--- src/rtl/rr_arb128_pkg.sv ---
// Shared constants and FSM state type for the 128-way round-robin arbiter.
package rr_arb128_pkg;

  localparam int NREQ  = 128;
  localparam int IDX_W = 7;

  typedef enum logic {
    IDLE  = 1'b0,
    GRANT = 1'b1
  } state_e;

endpackage

--- src/rtl/rr_pick128.sv ---
// Combinational round-robin pick: first set request at or above ptr, wrapping,
// found by a lowest-bit search over {req, req masked to bits >= ptr}.
module rr_pick128
  import rr_arb128_pkg::*;
(
  input  logic [NREQ-1:0]  req,
  input  logic [IDX_W-1:0] ptr,
  output logic [NREQ-1:0]  pick,
  output logic [IDX_W-1:0] pick_idx
);

  logic [NREQ-1:0]   masked;
  logic [2*NREQ-1:0] dbl;
  logic              found;

  always_comb begin
    // NOTE: every output of a combinational block gets a default first, so no
    // path through the block can leave a value unassigned and infer a latch.
    masked   = req & ({NREQ{1'b1}} << ptr);
    dbl      = {req, masked};
    found    = 1'b0;
    pick_idx = '0;
    // Lower half covers ptr..127; upper half supplies the wrapped 0..ptr-1.
    for (int i = 0; i < 2*NREQ; i++) begin
      if (!found && dbl[i]) begin
        pick_idx = IDX_W'(i);
        found    = 1'b1;
      end
    end
    pick = found ? (NREQ'(1) << pick_idx) : '0;
  end

endmodule

--- src/rtl/rr_arb128.sv ---
// 128-requester round-robin arbiter with a registered valid/ready grant and
// back-to-back re-arbitration on every accepted grant.
module rr_arb128
  import rr_arb128_pkg::*;
(
  input  logic            clk,
  input  logic            rst,
  input  logic [NREQ-1:0] req,
  output logic [NREQ-1:0] gnt,
  output logic            gnt_valid,
  input  logic            gnt_ready
);

  state_e           state_q, state_d;
  logic [IDX_W-1:0] ptr_q, ptr_d;
  logic [IDX_W-1:0] gnt_idx_q, gnt_idx_d;
  logic [NREQ-1:0]  gnt_q, gnt_d;
  logic             gnt_valid_q, gnt_valid_d;

  logic             xfer;
  logic [IDX_W-1:0] arb_ptr;
  logic [NREQ-1:0]  pick;
  logic [IDX_W-1:0] pick_idx;

  assign xfer = gnt_valid_q & gnt_ready;

  // On a transfer the picker already sees the advanced pointer this cycle.
  assign arb_ptr = xfer ? gnt_idx_q + IDX_W'(1) : ptr_q;

  rr_pick128 u_pick (
    .req      (req),
    .ptr      (arb_ptr),
    .pick     (pick),
    .pick_idx (pick_idx)
  );

  always_comb begin
    state_d     = state_q;
    ptr_d       = ptr_q;
    gnt_idx_d   = gnt_idx_q;
    gnt_d       = gnt_q;
    gnt_valid_d = gnt_valid_q;
    case (state_q)
      IDLE: begin
        if (|req) begin
          gnt_d       = pick;
          gnt_idx_d   = pick_idx;
          gnt_valid_d = 1'b1;
          state_d     = GRANT;
        end
      end
      GRANT: begin
        if (xfer) begin
          ptr_d = arb_ptr;
          if (|req) begin
            gnt_d     = pick;
            gnt_idx_d = pick_idx;
          end else begin
            gnt_d       = '0;
            gnt_valid_d = 1'b0;
            state_d     = IDLE;
          end
        end
      end
      default: begin
        gnt_d       = '0;
        gnt_valid_d = 1'b0;
        state_d     = IDLE;
      end
    endcase
  end

  always_ff @(posedge clk) begin
    // NOTE: state registers use non-blocking assignments so every flop samples
    // the pre-edge values regardless of statement order.
    if (rst) begin
      state_q     <= IDLE;
      ptr_q       <= '0;
      gnt_idx_q   <= '0;
      gnt_q       <= '0;
      gnt_valid_q <= 1'b0;
    end else begin
      state_q     <= state_d;
      ptr_q       <= ptr_d;
      gnt_idx_q   <= gnt_idx_d;
      gnt_q       <= gnt_d;
      gnt_valid_q <= gnt_valid_d;
    end
  end

  assign gnt       = gnt_q;
  assign gnt_valid = gnt_valid_q;

endmodule

--- config.mk ---
export PLATFORM = sky130hd
export DESIGN_NAME = rr_arb128
export DESIGN_NICKNAME = d
export VERILOG_FILES = /design/src/rtl/rr_arb128_pkg.sv /design/src/rtl/rr_pick128.sv /design/src/rtl/rr_arb128.sv
export SDC_FILE = /design/constraint.sdc
export NUM_CORES = 1
export LEC_CHECK = 0
export ABC_AREA = 1
export ABC_CLOCK_PERIOD_IN_PS = 14000
export BUFFER_PORTS_ARGS = -buffer_cell sky130_fd_sc_hd__buf_4
export CORE_MARGIN = 8
export CORE_UTILIZATION = 27
export DETAILED_ROUTE_END_ITERATION = 12
export GPL_TIMING_DRIVEN = 0
export PLACE_DENSITY = 0.43
export SLEW_MARGIN = 10
export SYNTH_ARGS = -nofsm -noshare
export SYNTH_HDL_FRONTEND = slang
export SYNTH_SLANG_ARGS = --single-unit
--- constraint.sdc ---
create_clock -name clk -period 14 [get_ports clk]
set_input_delay 0.7 -clock clk [delete_from_list [all_inputs] [get_ports clk]]
set_output_delay 0.7 -clock clk [all_outputs]
set_load 0.005 [all_outputs]
# --- Word-level counts from Yosys, hierarchy flattened ---
# Index checks and enable logic that the tools add are counted.
op_classes:
  n_eq_ne: 3
  mux: 527
  bitwise: 3
  n_addsub: 1
  shifts: 2
  reduce_logical: 514
ops:
  columns: ["cell", "n"]
  rows:
  - ["two-way mux 7 bit", 195]
  - ["two-way mux 128 bit", 4]
  - ["two-way mux 1 bit", 262]
  - ["one-hot mux 128 bit (2 select lines)", 1]
  - ["logical AND 1 bit", 255]
  - ["logical NOT 1 bit", 255]
  - ["two-way mux 6 bit", 32]
  - ["bitwise AND 128 bit", 1]
  - ["OR reduction 128 bit", 1]
  - ["left shift 1 x 7 -> 128 bit (first input constant)", 1]
  - ["left shift 128 x 7 -> 128 bit (first input constant)", 1]
  - ["two-way mux 5 bit", 16]
  - ["two-way mux 4 bit", 8]
  - ["one-hot mux 7 bit (2 select lines)", 1]
  - ["two-way mux 3 bit", 4]
  - ["adder 7 x 1 -> 7 bit (second input constant)", 1]
  - ["two-way mux 2 bit", 2]
  - ["!= test 2 bit (second input constant)", 2]
  - ["one-hot mux 1 bit (2 select lines)", 2]
  - ["AND reduction 2 bit", 2]
  - ["AND reduction 3 bit", 1]
  - ["!= test 2 x 1 -> 1 bit (second input constant)", 1]
  - ["bitwise AND 1 bit", 1]
  - ["NOT 1 bit", 1]
totals:
  reg_bits: 144
  out_inout_bits: 129
  elab_cells: 1055

# --- Depth between registers and ports, before layout ---
# Gate-level depths: netlist of the first run.
logic_depth:
  depth_word: 775
  depth_mapped: 109
  ltp_nobuf: 109

# --- By module ---
# Synthesis of the first run repeated with hierarchy kept, for this count alone.
unflattened:
  cells_unflattened: 2174
  area_unflattened_um2: 15514.9
modules_own_cells:
  columns: ["module", "cells_each", "instances", "area_per_inst_um2"]
  rows:
  - ["rr_pick128", 1377, 1, 8047.7]
  - ["rr_arb128", 797, 1, 7467.2]

# --- Worst setup path before layout of the first run ---
# OpenSTA, ideal clock, no wires.
synth_timing:
  kind: "input to register"
  startpoint: "input gnt_ready"
  endpoint: "register gnt_q[112] (netlist: gnt[112])"
  required_ns: 13.868
  arrival_time_ns: 13.077
  setup_slack_ns: 0.791
  stages: 105
  setup_time_ns: 0.132
  cell_sequence: "nand2_2 > clkinv_4 > nand3_1 > nand2_4 > buf_6 > nand2_4 > nor2_1 > nand4_2 > nand2_2 > nor2_4 > nand4_2 > nor2_2 > nand4_2 > nor2_2 > nand4_1 > nor2_2 > nand4_2 > nor2_2 > [69 not listed] > nor2_4 > nand4_4 > nor2_4 > nand4_2 > nor2_2 > nand4_2 > nor2_4 > nand4_4 > nor2_8 > nand4_4 > nor2_4 > nand4_4 > inv_1 > nor2_1 > nand3_1 > nor2_1 > nand4_1 > a21oi_2"
synth_lines:
  columns: ["item", "line", "text"]
  rows:
  - ["from (decl)", "rr_arb128.sv:11", "input logic gnt_ready"]
  - ["to (signal assigned)", "rr_arb128.sv:86", "gnt_q <= gnt_d;"]
  - ["to (decl)", "rr_arb128.sv:17", "logic [NREQ-1:0] gnt_q, gnt_d;"]

==> results.sh, run 1 <==
export IMPL_status="finished, violations left"
export IMPL_violations="negative setup slack"
export IMPL_dp_cells=2937
export IMPL_drt_iter0_drc=1389
export IMPL_hold_path_depth=2
export IMPL_power_density_nw_per_um2=68.7
export IMPL_syn_avg_cell_area_um2=6.74
export IMPL_clk_latency_ns=0.44
export IMPL_finalNonFillerCells=3203
export IMPL_relSlewSlack_pct=22.1
export IMPL_fin_crit_sh_pct=105
export IMPL_nets=2649
export IMPL_slew_violations=0
export IMPL_setup_ws_ns=-0.684
export IMPL_drc_errors=0
export IMPL_cts_tree="built"
export IMPL_grt_first_pass_wirelength_um=102000
export IMPL_yosysWarningCount=0
export IMPL_fin_crit_ns=14.68
export IMPL_cp_required_ns=14.30
export IMPL_syn_area_um2=13500
export IMPL_yosysTopAreaCell="dfxtp_1"
export IMPL_maxCapViolations=0
export IMPL_cp_arrival_ns=14.99
export IMPL_cts_path_max_buffers=2
export IMPL_synthDominantCellAreaShare_pct=21.3
export IMPL_die_h_um=240
export IMPL_grt_overflow_total=0
export IMPL_cellLeakagePower_nw=9.06
export IMPL_track_usage_pct=23.2
export IMPL_tightest_slew_ns=1.15
export IMPL_cp_end_kind="register"
export IMPL_routed_wl_um=70200
export IMPL_dr_total_vias=16905
export IMPL_port_buffers=258
export IMPL_hold_worst_slack_ns=0.464
export IMPL_initial_core_util_pct=27.1
export IMPL_max_freq_mhz=68.1
export IMPL_critical_path_slowest_cell="dfxtp_4"
export IMPL_grt_setup_unrepaired="true"
export IMPL_final_util_pct=40.3
export IMPL_critical_path_class="reg2reg"
export IMPL_path_common_cell="nor2_4"
export IMPL_synth_area_leaders="dfxtp_1, inv_1, nand4_1, nand2_1, a21oi_1"
export IMPL_skew_ns=0.0127
export IMPL_syn_inst=2007
export IMPL_hold_viol=0
export IMPL_numCtsBuffers=17
export IMPL_cts_root_buf="clkbuf_16"
export IMPL_synth_distinct_cells=64
export IMPL_synthTopCellsByCount="inv_1, nand2_1, nor2_1"
export IMPL_vias_per_cell=5.28
export IMPL_core_area_um2=49900
export IMPL_die_area_um2=57500
export IMPL_place_hpwl_um=54300
export IMPL_synth_ff_type="dfxtp_1"
export IMPL_antenna_found_initial=4
export IMPL_globalplace_congestion=0.936
export IMPL_cts_hold_buffers=0
export IMPL_final_setup_viol_count=137
export IMPL_rr_worst_depth=108
export IMPL_postRouteAntennaNets=0
export IMPL_synth_edf_count=0
export IMPL_cts_sinks=144
export IMPL_worstHoldPathType="reg2reg"
export IMPL_cpPeakStageDelay_ns=0.35
export IMPL_vdd_drop_max_uv=90.4
export IMPL_rows=82
export IMPL_areaGrowthSynthToFinish_pct=48.6
export IMPL_drive_gt1_share_pct=36.0
export IMPL_ys_seq_area_share_pct=21.3
export IMPL_grt_start_max_net_pins=17
export IMPL_firstDrtPassIters=6
export IMPL_clk_pin_slew_worst_paths_ns=0.06
export IMPL_critPathMaxFanout=7
export IMPL_cts_htree_levels=4
export IMPL_synth_most_common_cell="inv_1"
export IMPL_critPathLaunchType="register"
export IMPL_n_fill_cell=5277
export IMPL_synthArstFlopShare_pct=0
export IMPL_first_global_vias=16325
export IMPL_fp_dieW_um=240
export IMPL_pin_count=260
export IMPL_wl_per_cell_um=21.9
export IMPL_synthesis_nets=2139
export IMPL_synth_seq_cells=144
[sequential cells by signal, indices dropped and copies added, names as in the netlist]
signal,cells
gnt,128
gnt_idx_q,7
gnt_valid,1
ptr_q,7
state_q,1
[stage by stage]
| step | cell area [um^2] | setup slack [ns] | TNS, ns | power [mW] |
|---|---|---|---|---|
| 2_1_floorplan | 13500 | 0.791 | 0 | 0.652 |
| 3_3_place_gp | 16300 | -2.50 | -291.55 | 0.812 |
| 3_5_place_dp | 16300 | -2.49 | -312.31 | 0.813 |
| 4_1_cts | 19500 | -0.609 | -72.02 | 1.35 |
| 5_1_grt | 20100 | -1.63 | -214.03 | 1.44 |
| 6_report | 20100 | -0.684 | -83.40 | 1.38 |
[cell families (layout without fill, tap and decap cells)]
family | after synthesis | after routing | share of synthesized area [%]
buffers and inverters | 423 | 944 | 16.2
adders and majority gates | 1 | 1 | 0.0925
and+or+nand+nor | 1091 | 1092 | 46.6
DFF | 144 | 144 | 21.3
other | 0 | 2 | 0
AOI/OAI and AO/OA | 348 | 348 | 15.8
[what timing repair did]
item	CTS	global route
resized for setup	215	79
buffers inserted	180	44
pin swaps	91	114
endpoints found under the setup margin	137	137
gates cloned	17	2
[layout make-up]
class                           count  area (um^2)  share of cell area [%]
Timing Repair Buffer              491         4240                    21.1
Clock inverter                      5         30.0                   0.149
Multi-Input combinational cell   1441         9330                    46.4
Sequential cell                   144         2900                    14.4
Inverter                          333         1290                    6.43
Tap cell                          672          841                    4.18
Buffer                             85          945                    4.70
Clock buffer                       26          499                    2.48
Timing Repair inverter              4         30.0                   0.149
Antenna cell                        2         5.00                  0.0249
[report_power, final]
group | total, mW | internal [mW] | switching [mW]
Combinational | 0.540 | 0.213 | 0.327
Clock | 0.421 | 0.243 | 0.177
Sequential | 0.421 | 0.415 | 0.00576
[per-layer routing]
metal  global-route usage (%)  up-vias  routed length, um
met4                     5.72        6               1770
met5                        0        -                 40
met1                     32.5     8151              32000
met2                     36.3      631              31200
met3                     4.56      108               5230
li1                         -     8009                  -
[path summary, 6_finish.rpt]
path	slack, ns	from	endpoint
hold reg to reg	0.46	gnt[49]	gnt[49]
hold / removal	0.46	gnt[49]	gnt[49]
setup reg to reg	-0.68	gnt_idx_q[0]	gnt[9]
setup / recovery	-0.68	gnt_idx_q[0]	gnt[9]
[critical path, delay by kind of cell, from the launching register on]
kind / cells / cell delay (ns)
AOI/OAI and AO/OA: 2 / 0.13
and+or+nand+nor: 101 / 13.27
buffers and inverters: 4 / 0.44
DFF: 1 / 0.35
adders and majority gates: 1 / 0.27
[placed cells by master (no fill, tap or decap), drive strengths merged, types with 3 or more instances in the layout]
cell type	synthesis	layout
nand3	133	133
nand4	234	234
o41ai	19	19
a211oi	7	7
o21ai	69	69
nor4b	3	3
a21oi	188	188
nor3b	9	9
clkinv	4	10
nor3	69	69
o211ai	19	19
or2	5	5
nand3b	6	6
o31ai	8	8
inv	329	330
dfxtp	144	144
and3	5	5
nand2	308	308
buf	75	559
a31oi	4	4
o311ai	4	4
clkbuf	3	30
dlygate4sd3	10	10
nor2	278	279
a2111oi	7	7
o2111ai	16	16
nor4	39	39
Power figures use the tool's default switching activity.
==> inputs of run 2 (changes only) <==
- ABC_AREA: 1 -> unset
- PLACE_DENSITY: 0.43 -> 0.44
==> run 2 against run 1 <==
The flow now finishes without violations. Synthesized cell count decreased by 12%. Routed wire length increased by 38%. Area after synthesis decreased by 7.2%. Global-route usage increased by 11 points. Sequential share of layout area increased by 3.7 points. Sequential cell count unchanged. First-iteration DRC count increased by 63%. Via count increased by 2.8%. Maximum frequency increased by 56%. Worst setup slack improved by 5.3 ns. Design area decreased by 21%. Largest power group is now the clock network.
==> results.sh, run 2 <==
export IMPL_switching_power_mw=0.503
export IMPL_yosysTopAreaCell="dfxtp_1"
export IMPL_critPathMaxFanout=10
export IMPL_synthArstFlopShare_pct=0
export IMPL_internal_power_mw=0.758
export IMPL_nets=2167
export IMPL_synth_seq_cells=144
export IMPL_synth_area_leaders="dfxtp_1, nand2_1, o21ai_0, nor2_1, a21oi_1"
export IMPL_core_area_um2=46300
export IMPL_synthDominantCellAreaShare_pct=23.0
export IMPL_clk_pin_slew_worst_paths_ns=0.07
export IMPL_grt_overflow_total=0
export IMPL_maxCapViolations=0
export IMPL_met1_length_um=38700
export IMPL_wl_per_cell_um=36.6
export IMPL_antenna_found_initial=8
export IMPL_track_usage_pct=34.6
export IMPL_pwr_share_clk_pct=35.3
export IMPL_synth_edf_count=0
export IMPL_top_layer="met5"
export IMPL_grt_start_max_net_pins=17
export IMPL_final_setup_viol_count=0
export IMPL_cts_sinks=144
export IMPL_finalNonFillerCells=2660
export IMPL_cts_setup_buffers=0
export IMPL_dpl_cell_area_um2=15300
export IMPL_power_share_sequential_pct=33.3
export IMPL_cts_tree="built"
export IMPL_tightest_slew_ns=1.33
export IMPL_globalplace_congestion=1.06
export IMPL_pin_count=260
export IMPL_vdd_drop_max_uv=82.5
export IMPL_cts_root_buf="clkbuf_16"
export IMPL_slew_violations=0
export IMPL_critPathLaunchType="register"
export IMPL_largest_reg_flops=128
export IMPL_yosysWarningCount=0
export IMPL_synthesis_nets=1889
export IMPL_syn_area_um2=12600
export IMPL_syn_inst=1757
export IMPL_areaGrowthSynthToFinish_pct=26.6
export IMPL_fp_dieW_um=232
export IMPL_dr_total_vias=17373
export IMPL_synth_ff_type="dfxtp_1"
export IMPL_max_freq_mhz=106
export IMPL_wl_met3_um=9020
export IMPL_synth_distinct_cells=113
export IMPL_drive_gt1_share_pct=21.1
export IMPL_first_global_vias=16324
export IMPL_hold_viol=0
export IMPL_fin_crit_ns=9.43
export IMPL_synthTopCellsByCount="nand2_1, nor2_1, dfxtp_1"
export IMPL_cellLeakagePower_nw=5.93
export IMPL_synth_most_common_cell="nand2_1"
export IMPL_numCtsBuffers=17
export IMPL_port_buffers=255
export IMPL_fin_crit_sh_pct=67.3
export IMPL_routed_wl_um=97200
export IMPL_grt_setup_unrepaired="false"
export IMPL_clk_latency_ns=0.44
export IMPL_drc_errors=0
export IMPL_die_area_um2=53700
export IMPL_cts_htree_levels=4
export IMPL_firstDrtPassIters=7
export IMPL_place_hpwl_um=81100
export IMPL_cp_required_ns=14.35
export IMPL_dp_cells=2623
export IMPL_power_density_nw_per_um2=79.3
export IMPL_cp_end_kind="register"
export IMPL_preCtsSetupSlack_ns=5.06
export IMPL_worstHoldPathType="reg2reg"
export IMPL_vias_per_cell=6.53
export IMPL_initial_core_util_pct=27.1
export IMPL_critical_path_class="reg2reg"
export IMPL_route_met2_wl_um=42400
export IMPL_finalInstanceArea_um2=15900
export IMPL_combPwrFrac_pct=31.4
export IMPL_ys_seq_area_share_pct=23.0
export IMPL_skew_ns=0.0140
export IMPL_grt_first_pass_wirelength_um=132000
export IMPL_layout_common_cells="buf_4, nand2_1, nor2_1"
export IMPL_cts_resized=0
export IMPL_layout_commonest_cell="buf_4"
export IMPL_syn_avg_cell_area_um2=7.15
export IMPL_die_h_um=232
export IMPL_p_sw_share_pct=39.9
export IMPL_cp_arrival_ns=9.77
export IMPL_rows=79
export IMPL_final_util_pct=34.4
export IMPL_setup_tns_ns=0
export IMPL_cts_path_max_buffers=2
export IMPL_relSlewSlack_pct=10.1
export IMPL_status="completed"
export IMPL_postRouteAntennaNets=0
export IMPL_setup_ws_ns=4.57
export IMPL_drt_iter0_drc=2267
export IMPL_cts_hold_buffers=0
==> run 2: cell count changes in the layout (fill, tap and decap cells not counted), sizes merged, moves of 31 or more <==
cell | before | now
inv | 330 | 45
buf | 559 | 319
nand4 | 234 | 40
nor2 | 279 | 173
nand2 | 308 | 208
o21ai | 69 | 164
a21oi | 188 | 94
nand3 | 133 | 83
a22o | 0 | 32
or3 | 0 | 31
==> run 2: critical path: stages (launching register included) <==
cell	delay (ns)
dfxtp_1	0.37
ha_1	0.37
buf_2	0.27
nand4b_1	0.20
o2bb2ai_1	0.96
o21ai_0	0.62
o31a_1	0.42
a32oi_1	0.27
nor3b_1	0.93
nand2_1	0.62
nor4_1	0.78
nand2_1	0.44
o41ai_1	1.05
a311oi_1	0.29
and4_1	0.33
buf_2	0.25
nor3_2	0.49
nand3_1	0.40
o21ai_0	0.26
==> run 2: kinds of logic after synthesis <==
family                     Yosys count  synth area share (%)
muxes                                2                 0.199
buffers and inverters              141                  5.26
DFF                                144                  23.0
AOI/OAI and AO/OA                  606                  34.1
xor gates and xnor gates             5                 0.469
and+or+nand+nor                    858                  36.9
adders and majority gates            1                0.0996
==> run 2: final timing paths <==
check	from	end	slack [ns]	cells past startpoint
setup / recovery	gnt_idx_q[1]	gnt[10]	4.57	18
hold / removal	gnt[72]	gnt[72]	0.45	2
setup reg to reg	gnt_idx_q[1]	gnt[10]	4.57	18
hold reg to reg	gnt[72]	gnt[72]	0.45	2
==> run 2: power by group through the flow <==
stage	registers, mW	clock network (mW)	logic (mW)
after global routing	0.421	0.469	0.406
after CTS	0.420	0.447	0.378
final	0.420	0.445	0.396
after global placement	0.429	0	0.376
after floorplan	0.428	0	0.186
after detailed placement	0.429	0	0.377
==> run 2: cell type report <==
| cell class | count | area (um^2) |
|---|---|---|
| timing repair buffer | 259 | 1950 |
| multi-input combinational | 1472 | 9050 |
| clock inverter | 15 | 150 |
| antenna | 5 | 12.5 |
| tap | 607 | 759 |
| buffer | 101 | 510 |
| fill | 5112 | 30400 |
| clock buffer | 17 | 425 |
| inverter | 40 | 150 |
| sequential | 144 | 2880 |
==> run 2: routing by layer <==
| metal | track usage (%) | vias to the layer above |
|---|---|---|
| met3 | 8.06 | 263 |
| met1 | 42.8 | 8548 |
| met4 | 22.0 | 10 |
| met5 | 0 | - |
| li1 | - | 7419 |
| met2 | 53.6 | 1133 |
==> run 2: through the flow <==
stage / hold slack, ns / total power, mW
floorplan: 0.442 / 0.614
global placement: 0.441 / 0.805
detailed placement: 0.442 / 0.806
CTS: 0.451 / 1.25
global route: 0.469 / 1.30
finish: 0.449 / 1.26
==> inputs of run 3 (changes only) <==
- ABC_CLOCK_PERIOD_IN_PS: 14000 -> 7620
- clock period: 14 -> 7.62 ns (I/O delays scaled with it)
==> run 3 against run 2 <==
The run now ends with max-capacitance violations left. Maximum frequency increased by 27%. First-iteration DRC count decreased by 2.3%. Non-clock buffer count increased by 10. Worst setup slack got worse by 4.4 ns. Critical path depth unchanged. Register-to-register slack got worse by 4.4 ns. Highest routed layer unchanged.
==> results.sh, run 3 (same netlist as run 2, synthesis figures left out) <==
export IMPL_first_global_vias=16418
export IMPL_critical_path_slowest_cell="nor4_1"
export IMPL_grt_busiest_layer="met2"
export IMPL_hold_viol=0
export IMPL_initial_core_util_pct=27.1
export IMPL_drc_errors=0
export IMPL_clk_pin_slew_worst_paths_ns=0.07
export IMPL_critPathBufInv=3
export IMPL_critPathMaxFanout=10
export IMPL_maxCapViolations=1
export IMPL_largest_reg_flops=128
export IMPL_violations="max-capacitance violations"
export IMPL_routed_wl_um=97100
export IMPL_drive_gt1_share_pct=22.8
export IMPL_crit_path_cell_trace="ha_1 -> buf_2 -> and4b_1 -> a22oi_2 -> o211ai_1 -> a22o_1 -> a21o_1 -> nor4_2 -> nand4_1 -> nor4_1 -> a31o_2 -> a21oi_1 -> nand4_1 -> nor4_4 -> buf_4 -> nor3_1 -> clkbuf_1 -> a32o_1"
export IMPL_cellLeakagePower_nw=6.04
export IMPL_areaGrowthSynthToFinish_pct=29.0
export IMPL_core_area_um2=46300
export IMPL_dr_total_vias=17287
export IMPL_firstDrtPassIters=6
export IMPL_final_setup_viol_count=0
export IMPL_place_hpwl_um=81100
export IMPL_globalplace_congestion=1.06
export IMPL_cp_arrival_ns=7.83
export IMPL_fin_crit_sh_pct=97.8
export IMPL_use_met1_pct=42.6
export IMPL_grt_setup_unrepaired="false"
export IMPL_layout_commonest_cell="buf_4"
export IMPL_fp_dieW_um=232
export IMPL_n_fill_cell=5096
export IMPL_critical_path_class="reg2reg"
export IMPL_status="finished, violations left"
export IMPL_tightest_slew_ns=1.47
export IMPL_layout_common_cells="buf_4, nand2_1, nor2_1"
export IMPL_cts_tree="built"
export IMPL_cp_end_kind="register"
export IMPL_slew_violations=0
export IMPL_relSlewSlack_pct=1.44
export IMPL_worstHoldPathType="reg2reg"
export IMPL_port_buffers=255
export IMPL_drt_iter0_drc=2214
export IMPL_cts_root_buf="clkbuf_16"
export IMPL_cts_sinks=144
export IMPL_use_met3_pct=8.38
export IMPL_max_freq_mhz=134
export IMPL_grt_overflow_total=0
export IMPL_skew_ns=0.0155
export IMPL_cts_htree_levels=4
export IMPL_die_h_um=232
export IMPL_rows=79
export IMPL_grt_first_pass_wirelength_um=133000
export IMPL_cpPeakStageDelay_ns=1.11
export IMPL_setup_ws_ns=0.169
export IMPL_vias_per_cell=6.47
export IMPL_vdd_drop_max_uv=150
export IMPL_total_power_mw=2.34
export IMPL_critPathTopFamily="simple AND/OR/NAND/NOR gates"
export IMPL_path_common_cell="nand4_1"
export IMPL_die_area_um2=53700
export IMPL_numCtsBuffers=17
export IMPL_postRouteAntennaNets=0
export IMPL_antenna_found_initial=8
export IMPL_pin_count=260
export IMPL_cts_path_max_buffers=2
export IMPL_grt_start_max_net_pins=17
export IMPL_fin_crit_ns=7.45
export IMPL_hold_worst_slack_ns=0.449
export IMPL_use_met2_pct=53.8
export IMPL_power_density_nw_per_um2=144
export IMPL_critPathLaunchType="register"
export IMPL_wl_per_cell_um=36.4
export IMPL_nets=2177
export IMPL_cp_required_ns=8.00
export IMPL_track_usage_pct=34.7
export IMPL_clk_latency_ns=0.44
export IMPL_preCtsSetupSlack_ns=-1.21
==> run 3: cell types whose count changed in the layout (fill, tap and decap cells not counted), sizes merged <==
cell  change
buf      +10
==> run 3: repair_timing <==
item                                    4_1_cts  5_1_grt
buffers inserted                              4        6
hold buffers                                  0        0
resized for setup                            16       29
endpoints found under the setup margin      131      121
pin swaps                                     2        4
==> run 3: worst paths after layout <==
kind                      from       to  slack, ns  cells past startpoint
setup / recovery  gnt_idx_q[1]  gnt[38]       0.17                     18
hold / removal         gnt[72]  gnt[72]       0.45                      2
hold reg to reg        gnt[72]  gnt[72]       0.45                      2
setup reg to reg  gnt_idx_q[1]  gnt[38]       0.17                     18
==> run 3: where the power goes <==
group	internal, mW	switching (mW)
sequential	0.762	0.00967
clock	0.433	0.382
combinational	0.210	0.539
==> run 3: per-layer routing <==
layer  wire, um  share of wire [%]  vias to the layer above
li1           -                  -                     7448
met1      37900                 39                     8399
met2      42300                 44                     1168
met3       9630                9.9                      270
met4       7250                7.5                        2
met5         13              0.013                        -
==> run 3: final cells by class <==
cell class,count,area [um^2],area share (%)
Antenna cell,5,12.5,0.0773
Buffer,101,514,3.18
Clock buffer,17,425,2.63
Clock inverter,15,150,0.927
Inverter,40,150,0.927
Multi-Input combinational cell,1472,9270,57.2
Sequential cell,144,2880,17.8
Tap cell,607,759,4.69
Timing Repair Buffer,269,2030,12.5
==> run 3: stage by stage <==
step / utilization (%) / setup TNS (ns) / instance area (um^2) / std cells
finish: 35.0 / 0 / 16200 / 2670
global route: 35.0 / 0 / 16200 / 2667
CTS: 34.5 / 0 / 16000 / 2659
detailed placement: 33.1 / -124.72 / 15300 / 2623
global placement: 32.9 / -136.90 / 15200 / 2619
floorplan: - / 0 / 12600 / 1757
==> run 3: worst reg2reg max path, cell delays in order, from the launching register on <==
cell and delay, ns:
dfxtp_1 0.37, ha_1 0.36, buf_2 0.27, and4b_1 0.27
a22oi_2 0.54, o211ai_1 0.51, a22o_1 0.33, a21o_1 0.23
nor4_2 0.95, nand4_1 0.49, nor4_1 1.11, a31o_2 0.30
a21oi_1 0.06, nand4_1 0.18, nor4_4 0.09, buf_4 0.16
nor3_1 0.42, clkbuf_1 0.50, a32o_1 0.26
